--- src/rtl/ir_nec_decoder.sv ---
`default_nettype none
// ============================================================================
//  Module   : ir_nec_decoder
//  Purpose  : Decodes NEC IR frames from the demodulated receiver pin into a
//             32-bit command word, flags repeat codes and aborted frames.
//  Ports    : clk           - system clock
//             rst_n         - asynchronous active-low reset
//             ir_rx         - raw receiver output (async, idle high, mark=low)
//             ir_command    - last accepted frame, LSB first
//                             [7:0] addr, [15:8] addr_ext, [23:16] cmd,
//                             [31:24] ~cmd
//             ir_data_ready - 1-clk pulse, ir_command updated same cycle
//             ir_repeat     - 1-clk pulse on a valid repeat frame
//             ir_error      - 1-clk pulse when a frame is aborted after its
//                             leader was accepted
//  Options  : IR_CMD_CHECK_EN - when defined, a frame is accepted only if
//             byte 3 is the complement of byte 2
//  Revision : 1.0 - initial release
// ============================================================================
module ir_nec_decoder #(
    parameter int CLK_FREQ       = 50_000_000,
    parameter int LEAD_MARK_MIN  = 7000,
    parameter int LEAD_SPACE_THR = 3375,
    parameter int BIT_SPACE_THR  = 1125,
    parameter int MARK_MIN       = 300,
    parameter int MARK_MAX       = 900,
    parameter int TIMEOUT_US     = 12000
) (
    input  logic        clk,
    input  logic        rst_n,
    input  logic        ir_rx,
    output logic [31:0] ir_command,
    output logic        ir_data_ready,
    output logic        ir_repeat,
    output logic        ir_error
);

    localparam int c_TICKS_PER_US = (CLK_FREQ / 1_000_000 < 1) ? 1 : CLK_FREQ / 1_000_000;
    localparam int c_PRE_W        = (c_TICKS_PER_US > 1) ? $clog2(c_TICKS_PER_US) : 1;
    localparam int c_CNT_W        = $clog2(TIMEOUT_US + 2);

    localparam logic [c_PRE_W-1:0] c_PRE_LAST       = c_PRE_W'(c_TICKS_PER_US - 1);
    localparam logic [c_CNT_W-1:0] c_CNT_SAT        = c_CNT_W'(TIMEOUT_US + 1);
    localparam logic [c_CNT_W-1:0] c_TIMEOUT        = c_CNT_W'(TIMEOUT_US);
    localparam logic [c_CNT_W-1:0] c_LEAD_MARK_MIN  = c_CNT_W'(LEAD_MARK_MIN);
    localparam logic [c_CNT_W-1:0] c_LEAD_SPACE_THR = c_CNT_W'(LEAD_SPACE_THR);
    localparam logic [c_CNT_W-1:0] c_BIT_SPACE_THR  = c_CNT_W'(BIT_SPACE_THR);
    localparam logic [c_CNT_W-1:0] c_MARK_MIN       = c_CNT_W'(MARK_MIN);
    localparam logic [c_CNT_W-1:0] c_MARK_MAX       = c_CNT_W'(MARK_MAX);

    typedef enum logic [2:0] {
        S_IDLE       = 3'd0,
        S_LEAD_MARK  = 3'd1,
        S_LEAD_SPACE = 3'd2,
        S_BIT_MARK   = 3'd3,
        S_BIT_SPACE  = 3'd4,
        S_TRAIL_MARK = 3'd5,
        S_REP_MARK   = 3'd6
    } state_t;

    // ------------------------------------------------------------------
    // Input synchronizer and edge detect. Reset to the idle (high) level
    // so that leaving reset never fakes a mark start.
    // ------------------------------------------------------------------
    logic r_sync1, r_sync2, r_prev;
    logic w_fall, w_rise, w_edge;

    always_ff @(posedge clk or negedge rst_n) begin
        if (!rst_n) begin
            r_sync1 <= 1'b1;
            r_sync2 <= 1'b1;
            r_prev  <= 1'b1;
        end else begin
            r_sync1 <= ir_rx;
            r_sync2 <= r_sync1;
            r_prev  <= r_sync2;
        end
    end

    assign w_fall = r_prev & ~r_sync2;
    assign w_rise = ~r_prev & r_sync2;
    assign w_edge = w_fall | w_rise;

    // ------------------------------------------------------------------
    // Microsecond timebase. The us counter measures the current phase
    // (restarts at every line edge) and parks one past the timeout so a
    // stuck line is seen as a timeout indefinitely.
    // ------------------------------------------------------------------
    logic [c_PRE_W-1:0] r_pre;
    logic [c_CNT_W-1:0] r_us_cnt;
    logic               w_tick;

    assign w_tick = (r_pre == c_PRE_LAST);

    always_ff @(posedge clk or negedge rst_n) begin
        if (!rst_n) begin
            r_pre    <= '0;
            r_us_cnt <= '0;
        end else begin
            r_pre <= w_tick ? '0 : r_pre + 1'b1;
            if (w_edge)
                r_us_cnt <= '0;
            else if (w_tick && (r_us_cnt != c_CNT_SAT))
                r_us_cnt <= r_us_cnt + 1'b1;
        end
    end

    logic w_timeout, w_mark_ok;
    assign w_timeout = (r_us_cnt > c_TIMEOUT);
    assign w_mark_ok = (r_us_cnt >= c_MARK_MIN) && (r_us_cnt <= c_MARK_MAX);

    // ------------------------------------------------------------------
    // Frame FSM
    // ------------------------------------------------------------------
    state_t      r_state, w_state_nxt;
    logic [4:0]  r_bit_cnt, w_bit_cnt_nxt;
    logic [31:0] r_shift, w_shift_nxt;
    logic [31:0] w_cmd_nxt;
    logic        r_have_frame, w_have_nxt;
    logic        w_ready_nxt, w_repeat_nxt, w_error_nxt;

    always_ff @(posedge clk or negedge rst_n) begin
        if (!rst_n) begin
            r_state       <= S_IDLE;
            r_bit_cnt     <= '0;
            r_shift       <= '0;
            r_have_frame  <= 1'b0;
            ir_command    <= '0;
            ir_data_ready <= 1'b0;
            ir_repeat     <= 1'b0;
            ir_error      <= 1'b0;
        end else begin
            r_state       <= w_state_nxt;
            r_bit_cnt     <= w_bit_cnt_nxt;
            r_shift       <= w_shift_nxt;
            r_have_frame  <= w_have_nxt;
            ir_command    <= w_cmd_nxt;
            ir_data_ready <= w_ready_nxt;
            ir_repeat     <= w_repeat_nxt;
            ir_error      <= w_error_nxt;
        end
    end

    always_comb begin
        w_state_nxt   = r_state;
        w_bit_cnt_nxt = r_bit_cnt;
        w_shift_nxt   = r_shift;
        w_cmd_nxt     = ir_command;
        w_have_nxt    = r_have_frame;
        w_ready_nxt   = 1'b0;
        w_repeat_nxt  = 1'b0;
        w_error_nxt   = 1'b0;

        case (r_state)
            S_IDLE: begin
                if (w_fall)
                    w_state_nxt = S_LEAD_MARK;
            end

            // Line stuck low or a short glitch is noise, not a frame error.
            S_LEAD_MARK: begin
                if (w_timeout)
                    w_state_nxt = S_IDLE;
                else if (w_rise)
                    w_state_nxt = (r_us_cnt >= c_LEAD_MARK_MIN) ? S_LEAD_SPACE : S_IDLE;
            end

            S_LEAD_SPACE: begin
                if (w_timeout) begin
                    w_state_nxt = S_IDLE;
                    w_error_nxt = 1'b1;
                end else if (w_fall) begin
                    if (r_us_cnt >= c_LEAD_SPACE_THR) begin
                        w_state_nxt   = S_BIT_MARK;
                        w_bit_cnt_nxt = '0;
                    end else begin
                        w_state_nxt = S_REP_MARK;
                    end
                end
            end

            S_BIT_MARK: begin
                if (w_timeout || (w_rise && !w_mark_ok)) begin
                    w_state_nxt = S_IDLE;
                    w_error_nxt = 1'b1;
                end else if (w_rise) begin
                    w_state_nxt = S_BIT_SPACE;
                end
            end

            // Bit value is the length of the space that ends at this fall.
            S_BIT_SPACE: begin
                if (w_timeout) begin
                    w_state_nxt = S_IDLE;
                    w_error_nxt = 1'b1;
                end else if (w_fall) begin
                    w_shift_nxt[r_bit_cnt] = (r_us_cnt >= c_BIT_SPACE_THR);
                    if (r_bit_cnt == 5'd31) begin
                        w_state_nxt = S_TRAIL_MARK;
                    end else begin
                        w_bit_cnt_nxt = r_bit_cnt + 5'd1;
                        w_state_nxt   = S_BIT_MARK;
                    end
                end
            end

            S_TRAIL_MARK: begin
                if (w_timeout) begin
                    w_state_nxt = S_IDLE;
                    w_error_nxt = 1'b1;
                end else if (w_rise) begin
                    w_state_nxt = S_IDLE;
`ifdef IR_CMD_CHECK_EN
                    if (r_shift[31:24] == ~r_shift[23:16]) begin
                        w_cmd_nxt   = r_shift;
                        w_have_nxt  = 1'b1;
                        w_ready_nxt = 1'b1;
                    end else begin
                        w_error_nxt = 1'b1;
                    end
`else
                    w_cmd_nxt   = r_shift;
                    w_have_nxt  = 1'b1;
                    w_ready_nxt = 1'b1;
`endif
                end
            end

            // A repeat is only meaningful once there is a command to repeat.
            S_REP_MARK: begin
                if (w_timeout) begin
                    w_state_nxt = S_IDLE;
                    w_error_nxt = 1'b1;
                end else if (w_rise) begin
                    w_state_nxt = S_IDLE;
                    if (r_have_frame && w_mark_ok)
                        w_repeat_nxt = 1'b1;
                    else
                        w_error_nxt = 1'b1;
                end
            end

            default: w_state_nxt = S_IDLE;
        endcase
    end

endmodule
`default_nettype wire
--- config.mk ---
export PLATFORM = sky130hd
export DESIGN_NAME = ir_nec_decoder
export DESIGN_NICKNAME = d
export VERILOG_FILES = /design/src/rtl/ir_nec_decoder.sv
export SDC_FILE = /design/constraint.sdc
export NUM_CORES = 1
export LEC_CHECK = 0
export ABC_AREA = 1
export BUFFER_PORTS_ARGS = -buffer_cell sky130_fd_sc_hd__buf_2
export CAP_MARGIN = 10
export CORE_MARGIN = 2
export CORE_UTILIZATION = 35
export DETAILED_ROUTE_END_ITERATION = 8
export SYNTH_ARGS = -nofsm -noshare
export SYNTH_HDL_FRONTEND = slang
export SYNTH_SLANG_ARGS = --single-unit
export TNS_END_PERCENT = 50
--- constraint.sdc ---
create_clock -name clk -period 3.18 [get_ports clk]
set_clock_uncertainty 0.1 [all_clocks]
set_input_delay 0.636 -clock clk [delete_from_list [all_inputs] [get_ports clk]]
set_output_delay 0.636 -clock clk [all_outputs]
set_load 0.005 [all_outputs]
# --- After elaboration in Yosys (flattened, before gate mapping) ---
# Cells that the tools add are included.
classes:
  add_sub_neg: 3
  n_lt_le_gt_ge: 8
  n_eq_ne: 21
  mux: 41
  bitwise: 6
  n_reduce_logical: 16
op_table:
  columns: ["op", "n"]
  rows:
  - ["3-bit 2-to-1 mux", 13]
  - ["32-bit bitwise mux", 1]
  - ["5-bit 2-to-1 mux", 6]
  - ["14-bit 2-to-1 mux", 2]
  - ["3-bit one-hot mux with 6 select lines", 1]
  - ["14-bit by 1-bit adder with 14-bit output (second input constant)", 1]
  - ["14-bit by 11-bit >= comparator with 1-bit output (second input constant)", 1]
  - ["14-bit by 12-bit >= comparator with 1-bit output (second input constant)", 1]
  - ["14-bit by 13-bit >= comparator with 1-bit output (second input constant)", 1]
  - ["14-bit by 9-bit >= comparator with 1-bit output (second input constant)", 1]
  - ["14-bit greater-than comparator (second input constant)", 1]
  - ["14-bit by 10-bit less-or-equal comparator with 1-bit output (second input constant)", 1]
  - ["14-bit != test (second input constant)", 1]
  - ["2-bit != test (second input constant)", 7]
  - ["1-bit 2-to-1 mux", 13]
  - ["3-bit != test (second input constant)", 4]
  - ["5-bit one-hot mux with 2 select lines", 1]
  - ["3-bit equality test (second input constant)", 3]
  - ["7-bit AND reduction", 1]
  - ["6-bit by 1-bit adder with 6-bit output (second input constant)", 1]
  - ["3-bit by 2-bit equality test with 1-bit output (second input constant)", 2]
  - ["6-bit equality test (second input constant)", 1]
  - ["5-bit by 6-bit less-than comparator with 1-bit output (second input constant)", 1]
  - ["6-bit 2-to-1 mux", 1]
  - ["other kinds (20)", 29]
totals:
  reg_bits: 99
  in_bits: 3
  output_inout_bits: 35
  word_cells: 108

# --- Logic depth before layout (Yosys ltp) ---
# Gate-level depths: netlist of the first run.
depth:
  ltp_word: 7
  mapped_depth: 12

# --- Least setup slack after synthesis of the first run ---
# Ideal clock, no wire load.
synth_timing:
  path_type: "register to register"
  startpoint: "reg r_bit_cnt[0]"
  endpoint: "reg r_bit_cnt[4]"
  t_arrival_ns: 1.785
  t_required_ns: 2.962
  slack_ns: 1.177
  stages_incl_launch_ff: 12
  n_path_buf: 1
  synth_period_minus_slack_ns: 2.003
  path_cell_list: "dfrtp_1 ha_1 clkbuf_1 nand2_1 nor2_1 ha_1 o21ai_0 nand3_1 nor2_2 inv_1 nand2_1 nand2_1"
synth_via:
  elab_chain_len: 5
synth_lines:
  columns: ["item", "line_no", "rtl"]
  rows:
  - ["start: declaration", "116", "logic [4:0] r_bit_cnt, w_bit_cnt_nxt;"]
  - ["start signal: assignment", "134", "r_bit_cnt <= w_bit_cnt_nxt;"]
  - ["5-bit by 1-bit adder with 5-bit output", "201", "w_bit_cnt_nxt = r_bit_cnt + 5'd1;"]
  - ["5-bit 2-to-1 mux", "198", "if (r_bit_cnt == 5'd31) begin"]
  - ["5-bit 2-to-1 mux", "196", "end else if (w_fall) begin"]
  - ["5-bit 2-to-1 mux", "193", "if (w_timeout) begin"]
  - ["5-bit one-hot mux with 2 select lines", "154", "case (r_state)"]
# Parallel ways exist; a longest one is shown, timed or not. The select of a mux whose other input is x is not followed.
# A chain may end at the register's enable or synchronous reset.

# --- Worst setup path after layout of the first run ---
# Same ends and word-level chain as after synthesis.

==> results of run 1 <==
-- how the worst min path moves through the flow --
stage                       start       endpoint  slack (ns)  depth (start not counted)
after floorplan             rst_n  ir_command[0]        0.24                          0
after global placement    r_sync1        r_sync2        0.25                          0
after detailed placement  r_sync1        r_sync2        0.25                          0
after CTS                   rst_n    r_us_cnt[6]        0.23                          1
after global routing        rst_n    r_us_cnt[6]        0.25                          1
final                       rst_n    r_us_cnt[5]        0.20                          1
-- metrics by stage --
stage | utilization [%] | instances | total power (W) | hold slack (ns)
floorplan | - | 642 | 0.00136 | 0.240
global placement | 38.2 | 836 | 0.00140 | 0.248
detailed placement | 38.2 | 836 | 0.00141 | 0.248
CTS | 40.6 | 852 | 0.00264 | 0.230
global route | 40.6 | 852 | 0.00271 | 0.245
finish | 40.6 | 852 | 0.00261 | 0.202
-- power breakdown --
group	switching [W]	internal (W)	total [W]
clock	0.000508	0.000719	0.00123
sequential	0.00000766	0.00127	0.00128
combinational	0.0000771	0.0000275	0.000105
total	0.000593	0.00201	0.00261
-- sequential cells by signal, summed over array words and instances (netlist names) --
name / count
ir_data_ready: 1
r_sync2: 1
ir_repeat: 1
r_bit_cnt: 5
r_sync1: 1
r_pre: 6
r_have_frame: 1
ir_error: 1
r_us_cnt: 14
r_prev: 1
ir_command: 32
r_shift: 32
r_state: 3
-- worst max-delay path, delay by kind of cell, from the launching register on --
family | cells | cell delay (ns)
and+or+nand+nor | 6 | 0.78
AOI/OAI and AO/OA | 1 | 0.24
DFF | 1 | 0.43
adders and majority gates | 2 | 0.67
buffers and inverters | 1 | 0.12
-- cells in the final DEF, fill, tap and decap left out, drive strengths merged, types with 2 or more instances in the layout --
cell type / n
nor2: 39
nand2: 241
nand3: 70
o21bai: 2
buf: 41
dfrtp: 96
clkinv: 2
inv: 53
bufinv: 2
nand4: 40
nor3: 15
nand3b: 2
o21ai: 21
dfstp: 3
xor2: 3
ha: 13
or2: 3
clkbuf: 10
a21oi: 9
-- metal layers --
layer | share of wire [%] | vias to the layer above
met4 | 1.6 | 0
met2 | 45 | 95
li1 | - | 2133
met1 | 48 | 2018
met3 | 4.8 | 14
met5 | 0 | -
-- cell type report --
cell class	count	area [sq um]	share of cell area (%)
sequential	99	2480	43.7
timing repair buffer	41	230	4.05
multi-input combinational	465	2220	39.1
tap	180	225	3.96
inverter	51	191	3.37
clock inverter	6	91.3	1.61
clock buffer	10	239	4.21
-- logic make-up (layout without fill, tap and decap cells) --
logic type	Yosys count	in the layout	synth area share, %
DFF	99	99	49.1
adders and majority gates	13	13	3.22
AOI/OAI and AO/OA	34	34	3.57
xor gates and xnor gates	4	4	0.694
and+or+nand+nor	414	414	36.4
buffers and inverters	78	108	6.96
==> results.yml, run 1 <==
placed_design:
  numPortBuffers: 37
  gp_congestion: 0.873
  place_ws_ns: 0.762
  dp_hpwl_mm: 7.81
  postPlaceCellArea_sq_um: 5350
synthesis:
  avgSynthCellArea_sq_um: 7.87
  synth-seq-cells: 99
  synth_top_area_cell: "dfrtp_1"
  synthTopCellsByArea: "dfrtp_1 48%, nand2_1 18%, nand3_1 6.8%"
  synth_area_sq_um: 5050
  synth_cells: 642
  synthDominantCellAreaShare_pct: 47.6
  synth_edf_count: 0
  synthFlopType: "dfrtp_1"
  yosys-top-cells-count: "237 x nand2_1, 96 x dfrtp_1, 69 x nand3_1"
  yosysUniqueCellTypes: 36
  yosys_warnings: 0
  synthArstFlopShare_pct: 100
  ys_seq_area_share_pct: 49.1
  synth_nets: 658
  synth.most_common_cell: "nand2_1"
cells_and_area:
  antennaDiodeCount: 0
  drive_above_1_share_pct: 10.9
  area_delta_synth_final_pct: 12.5
  nets: 683
  final_area_sq_um: 5680
  fill_cells: 1411
die:
  fp.coreArea_sq_um: 14000
  initial_utilization_pct: 36.1
  placementRows: 43
  die_area_sq_um: 15400
  die_h_um: 124
  io_pins: 38
  die_w_um: 124
power_and_ir_drop:
  p_leak_nw: 3.03
  p_per_area_nw_per_um2: 459
  vdd_drop_max_mv: 0.239
grt:
  gr-usage-all-layers_pct: 16.1
  met1_usage_pct: 21.5
  grtUsageMet2_pct: 25.1
  grt_max_degree: 65
  grt_pass1_vias: 4074
  grt-ovfl-total: 0
  grt_pass1_wl_mm: 19.6
  grt_antenna_before_repair: 0
  gr-usage-met3_pct: 4.53
  top_usage_layer: "met2"
timing:
  tightestPinTransition_ns: 0.903
  fmax_mhz: 408
  drv_slew: 0
  setup_ws_ns: 0.729
  setup_tns_ns: 0
  finalHoldViolCount: 0
  layout_min_cycle_time_ns: 2.45
  fin_crit_sh_pct: 77.1
  rsz0062_at_grt: "false"
  slew_headroom_pct: 39.3
  setup_viol: 0
clock_network:
  post-cts-setup-buffers: 0
  post_cts_resized: 0
  clk_latency_ns: 0.36
  cts_tree: "yes"
  cts.sinks: 99
  cts-buffers-inserted: 9
  cts_hold_buf: 0
  cts.htree.levels: 3
  clockBufferDepth: 2
  clk_pin_slew_worst_paths_ns: 0.07
  cts_root_buf: "clkbuf_16"
run:
  maxCapViolCount: 0
setup_path:
  cp-end-kind: "flop"
  crit_fanout: 18
  crit_slowest_cell: "ha_1"
  r2r-start: "r_bit_cnt[0]"
  crit_type: "flop to flop"
  reg2reg_depth: 10
  start_kind: "flop"
  startpoint: "r_bit_cnt[0]"
  critPathCapture: "r_bit_cnt[4]"
  slowest_delay_ns: 0.46
  required_ns: 3.33
  worst_path_most_repeated_cell: "nand2_1"
  cp_cell_sequence: "ha_1 > nand2_1 > nor2_1 > ha_1 > o21ai_0 > nand3_1 > nor2_2 > inv_1 > nand2_1 > nand2_1"
  regToRegSetupSlack_ns: 0.73
  cp.arrival_ns: 2.60
  r2r_end: "r_bit_cnt[4]"
drt:
  postRouteAntennaNets: 0
  wl_mm: 11.5
  drc_errors: 0
  via_count: 4260
  wl_per_cell_um: 13.5
  first_pass_iters: 4
  via_per_inst: 5.00
  drtIter0Drc: 295
worst_hold_path:
  hold_class: "primary input to async pin"
status:
  status: "finished, final reports clean"
No activity file was read; power rests on OpenSTA's default activity.
==> run 2: changes to the inputs <==
==> constraint.sdc (replaced) <==
create_clock -name clk -period 2.2 [get_ports clk]
set_clock_uncertainty 0.1 [all_clocks]
set_input_delay 0.44 -clock clk [delete_from_list [all_inputs] [get_ports clk]]
set_output_delay 0.44 -clock clk [all_outputs]
set_load 0.005 [all_outputs]
==> run 2 against run 1 <==
Against the previous run:
- first-iteration DRC count increased by 3.7%
- maximum frequency increased by 19%
- routed wire length increased by 2.2%
- non-clock buffer count increased by 25
- largest cell class unchanged
- sequential share of layout area decreased by 1.5 points
- highest routed layer unchanged
- clock-buffer cell count increased by 3
- via count increased by 2.9%
- combinational power increased by 48%
- sequential cell count unchanged
- design area increased by 3.5%
- final cell count increased by 2.9%
- setup slack got worse by 0.58 ns
==> results.yml, run 2 (same netlist as run 1, synthesis figures left out) <==
setup_path:
  crit_fanout: 26
  cp.arrival_ns: 2.20
  cp_num_buf_inv: 2
  crit_family: "simple AND/OR/NAND/NOR gates"
  crit_slowest_cell: "dfrtp_1"
  cp-end-kind: "flop"
  start_kind: "flop"
  required_ns: 2.35
  slowest_delay_ns: 0.40
  worst_path_most_repeated_cell: "nand2_1"
  cp_cell_sequence: "inv_1 > ha_1 > nand2_1 > nor2_2 > nand2_2 > nand2_4 > nand2_4 > nor2_8 > buf_12 > nand3_1 > nand2_1 > nand2_1"
  crit_type: "flop to flop"
grt:
  grt-ovfl-total: 0
  grt_pass1_vias: 4246
  grt_max_degree: 40
  grt_pass1_wl_mm: 19.7
  gr-usage-all-layers_pct: 16.3
  grt_antenna_before_repair: 0
placed_design:
  dp_cells: 858
  gp_congestion: 0.857
  dp_hpwl_mm: 8.01
  numPortBuffers: 37
timing:
  drv_slew: 0
  fin_crit_sh_pct: 93.4
  timing.hold.ws_ns: 0.0965
  tightestPinTransition_ns: 0.648
  finalHoldViolCount: 0
  slew_headroom_pct: 56.8
  setup_viol: 0
  fmax_mhz: 487
  layout_min_cycle_time_ns: 2.05
drt:
  wl_mm: 11.7
  drtIter0Drc: 306
  via_count: 4382
  drc_errors: 0
  via_per_inst: 5.00
  wl_per_cell_um: 13.4
  first_pass_iters: 4
  postRouteAntennaNets: 0
run:
  maxCapViolCount: 0
clock_network:
  cts-buffers-inserted: 9
  clk_latency_ns: 0.35
  cts.sinks: 99
  clk_pin_slew_worst_paths_ns: 0.07
  cts_root_buf: "clkbuf_16"
  cts.htree.levels: 3
  cts_tree: "yes"
  clockBufferDepth: 2
power_and_ir_drop:
  p_leak_nw: 3.13
  p_total_w: 0.00347
  p_per_area_nw_per_um2: 591
  vdd_drop_max_mv: 0.282
cells_and_area:
  layout_commonest_cell: "nand2_1"
  final_cell_mix: "237 x nand2_1, 96 x dfrtp_1, 69 x nand3_1"
  fill_cells: 1418
  utilization_pct: 42.0
  nets: 708
  antennaDiodeCount: 0
  area_delta_synth_final_pct: 16.4
  reg_top3: "ir_command (32), r_shift (32), r_us_cnt (14)"
  fin_cells: 877
  regArea_sq_um: 2480
  multiInputGateArea_sq_um: 2230
  drive_above_1_share_pct: 13.5
status:
  status: "finished, final reports clean"
die:
  initial_utilization_pct: 36.1
  die_w_um: 124
  io_pins: 38
  placementRows: 43
  die_h_um: 124
  die_area_sq_um: 15400
  fp.coreArea_sq_um: 14000
worst_hold_path:
  hold_class: "primary input to flop"
run 2: cell count changes in the layout (fill, tap and decap cells not counted), moves of 2 or more:
cell	delta
buf_12	+4
buf_4	+19
bufinv_16	-2
clkbuf_1	+4
clkinv_4	+2
inv_6	-3
run 2: per-layer routing:
metal,vias up,global-route usage (%),share of wire [%]
li1,2183,-,-
met1,2099,22.0,47
met2,84,25.0,47
met3,16,3.85,4.5
met4,0,7.16,1.9
met5,-,0,0
run 2: final timing paths:
| kind | start | to | slack [ns] | cells past startpoint |
|---|---|---|---|---|
| max | r_us_cnt[1] | r_shift[10] | 0.15 | 12 |
| min | ir_rx | r_sync1 | 0.1 | 1 |
| max reg2reg | r_us_cnt[1] | r_shift[10] | 0.15 | 12 |
| min reg2reg | r_sync1 | r_sync2 | 0.26 | 0 |
| max in group asynchronous | rst_n | r_pre[4] | 0.83 | 3 |
| min in group asynchronous | rst_n | r_have_frame | 0.51 | 2 |
run 2: where the power goes:
part | switching (W) | total [W] | internal (W)
logic | 0.000110 | 0.000155 | 0.0000456
clock network | 0.000696 | 0.00147 | 0.000774
registers | 0.0000131 | 0.00185 | 0.00183
run 2: area by class of cell:
class	count	share of cell area (%)
clock inverters	3	0.426
well taps	180	3.83
inverters	51	3.26
repair buffers	66	8.30
multi-input cells	465	37.9
clock buffers	13	4.09
flip-flops and latches	99	42.2
run 2: worst register-to-register path, delay by kind of cell, from the launching register on:
kind,cells,cell delay [ns]
flip-flops,1,0.40
buffers and inverters,2,0.30
adder cells (fa/ha/maj),1,0.20
AND/OR/NAND/NOR,9,0.94
run 2: timing repair:
| action | CTS | global route |
|---|---|---|
| setup endpoints to repair | 0 | 20 |
| setup buffers | 0 | 1 |
| hold buffers | 1 | 0 |
| resized for setup | 0 | 3 |
| hold endpoints to repair | 32 | 0 |
run 2: through the flow:
stage               setup WS (ns)  setup TNS [ns]  cell area (sq um)
CTS                         0.119               0               5840
global placement            0.177               0               5570
detailed placement          0.139               0               5570
global route              -0.0355         -0.0653               5880
floorplan                   0.197               0               5050
finish                      0.146               0               5880
==> run 3: changes to the inputs <==
--- a/config.mk
+++ b/config.mk
@@ -11,6 +11,7 @@
 export CORE_MARGIN = 2
 export CORE_UTILIZATION = 35
 export DETAILED_ROUTE_END_ITERATION = 8
+export PLACE_DENSITY = 0.61
 export SYNTH_ARGS = -nofsm -noshare
 export SYNTH_HDL_FRONTEND = slang
 export SYNTH_SLANG_ARGS = --single-unit
==> run 3 against run 2 <==
Against the previous run:
- sequential share of layout area is 0.64 points higher
- worst hold slack got worse by 0.089 ns
- register-to-register slack better by 0.04 ns
- critical endpoint is now r_bit_cnt[4]
- largest cell class unchanged
==> results.yml, run 3 (same netlist as run 1, synthesis figures left out) <==
cells_and_area:
  final_area_sq_um: 5790
  final_cell_mix: "237 x nand2_1, 96 x dfrtp_1, 69 x nand3_1"
  nets: 699
  reg_top3: "ir_command (32), r_shift (32), r_us_cnt (14)"
  fill_cells: 1405
  layout_commonest_cell: "nand2_1"
  utilization_pct: 41.4
  drive_above_1_share_pct: 12.8
  antennaDiodeCount: 0
  area_delta_synth_final_pct: 14.6
  fin_cells: 868
die:
  initial_utilization_pct: 36.1
  die_area_sq_um: 15400
  die_w_um: 124
  die_h_um: 124
  placementRows: 43
  fp.coreArea_sq_um: 14000
  io_pins: 38
timing:
  setup_tns_ns: 0
  tightestPinTransition_ns: 0.672
  slew_headroom_pct: 55.2
  finalHoldViolCount: 0
  setup_ws_ns: 0.184
  setup_viol: 0
  rsz0062_at_grt: "false"
  drv_slew: 0
  fmax_mhz: 496
  layout_min_cycle_time_ns: 2.02
  fin_crit_sh_pct: 91.6
placed_design:
  dp_hpwl_mm: 7.70
  dp_cells: 852
  numPortBuffers: 37
  postPlaceCellArea_sq_um: 5510
  gp_congestion: 0.893
  place_ws_ns: 0.0722
grt:
  gr-usage-all-layers_pct: 15.7
  grt_antenna_before_repair: 0
  grt_pass1_vias: 3975
  grt_max_degree: 100
  grt-ovfl-total: 0
  grt_pass1_wl_mm: 19.1
clock_network:
  clk_pin_slew_worst_paths_ns: 0.07
  cts-buffers-inserted: 9
  cts.htree.levels: 3
  post_cts_resized: 0
  cts_tree: "yes"
  clk_latency_ns: 0.35
  post-cts-setup-buffers: 0
  cts_hold_buf: 0
  clockBufferDepth: 2
  cts_root_buf: "clkbuf_16"
  cts.sinks: 99
drt:
  via_count: 4270
  wl_mm: 11.5
  via_per_inst: 4.92
  drc_errors: 0
  wl_per_cell_um: 13.2
  first_pass_iters: 5
  drtIter0Drc: 295
  postRouteAntennaNets: 0
power_and_ir_drop:
  vdd_drop_max_mv: 0.347
  p_per_area_nw_per_um2: 609
  p_leak_nw: 3.09
setup_path:
  start_kind: "flop"
  cp-end-kind: "flop"
  cp_cell_sequence: "ha_1 > inv_1 > o21ai_0 > nand3_1 > nand3_1 > inv_1 > nor2_4 > inv_1 > nand2_1 > nand2_1"
  worst_path_most_repeated_cell: "inv_1"
  required_ns: 2.35
  crit_slowest_cell: "dfrtp_1"
  crit_type: "flop to flop"
  slowest_delay_ns: 0.40
  crit_fanout: 8
  cp.arrival_ns: 2.16
run:
  maxCapViolCount: 0
status:
  status: "finished, final reports clean"
worst_hold_path:
  hold_class: "primary input to async pin"
run 3: metal layers:
layer / wire [um] / global-route usage [%] / vias up
met4: 220 / 6.81 / 0
met3: 424 / 2.79 / 15
met1: 5710 / 21.9 / 2012
met5: 0 / 0 / -
met2: 5130 / 23.9 / 76
li1: - / - / 2167
run 3: worst paths after layout:
| check | to | startpoint | depth (start not counted) | slack (ns) |
|---|---|---|---|---|
| setup / recovery | r_bit_cnt[4] | r_us_cnt[0] | 10 | 0.18 |
| hold / removal | r_us_cnt[10] | rst_n | 2 | 0.007 |
| setup reg to reg | r_bit_cnt[4] | r_us_cnt[0] | 10 | 0.18 |
| hold reg to reg | r_sync2 | r_sync1 | 0 | 0.26 |
| max in group asynchronous | r_prev | rst_n | 2 | 1.53 |
| min in group clk | r_sync1 | ir_rx | 1 | 0.08 |
run 3: layout make-up:
cell class	instances	area (sq um)	share of cell area, %
tap	180	225	3.89
inverter	51	191	3.31
multi-input combinational	465	2230	38.5
clock inverter	6	48.8	0.843
timing repair buffer	57	388	6.70
sequential	99	2480	42.8
clock buffer	10	229	3.95
run 3: metrics by stage:
| step | power (W) | hold slack [ns] |
|---|---|---|
| final | 0.00352 | 0.00701 |
| after global routing | 0.00366 | 0.0757 |
| after global placement | 0.00203 | 0.250 |
| after floorplan | 0.00197 | 0.0444 |
| after CTS | 0.00357 | 0.0662 |
| after detailed placement | 0.00204 | 0.250 |
run 3: power breakdown:
part,switching (W),internal [W]
Clock,0.000745,0.000782
Sequential,0.0000123,0.00183
Combinational,0.000110,0.0000411
run 3: worst max-delay path: cells and delay by family (launching register included):
family	cells	cell delay, ns
buf+inv	3	0.27
fa+ha+maj	1	0.27
simple gates	5	0.57
compound gates	1	0.31
flops	1	0.40
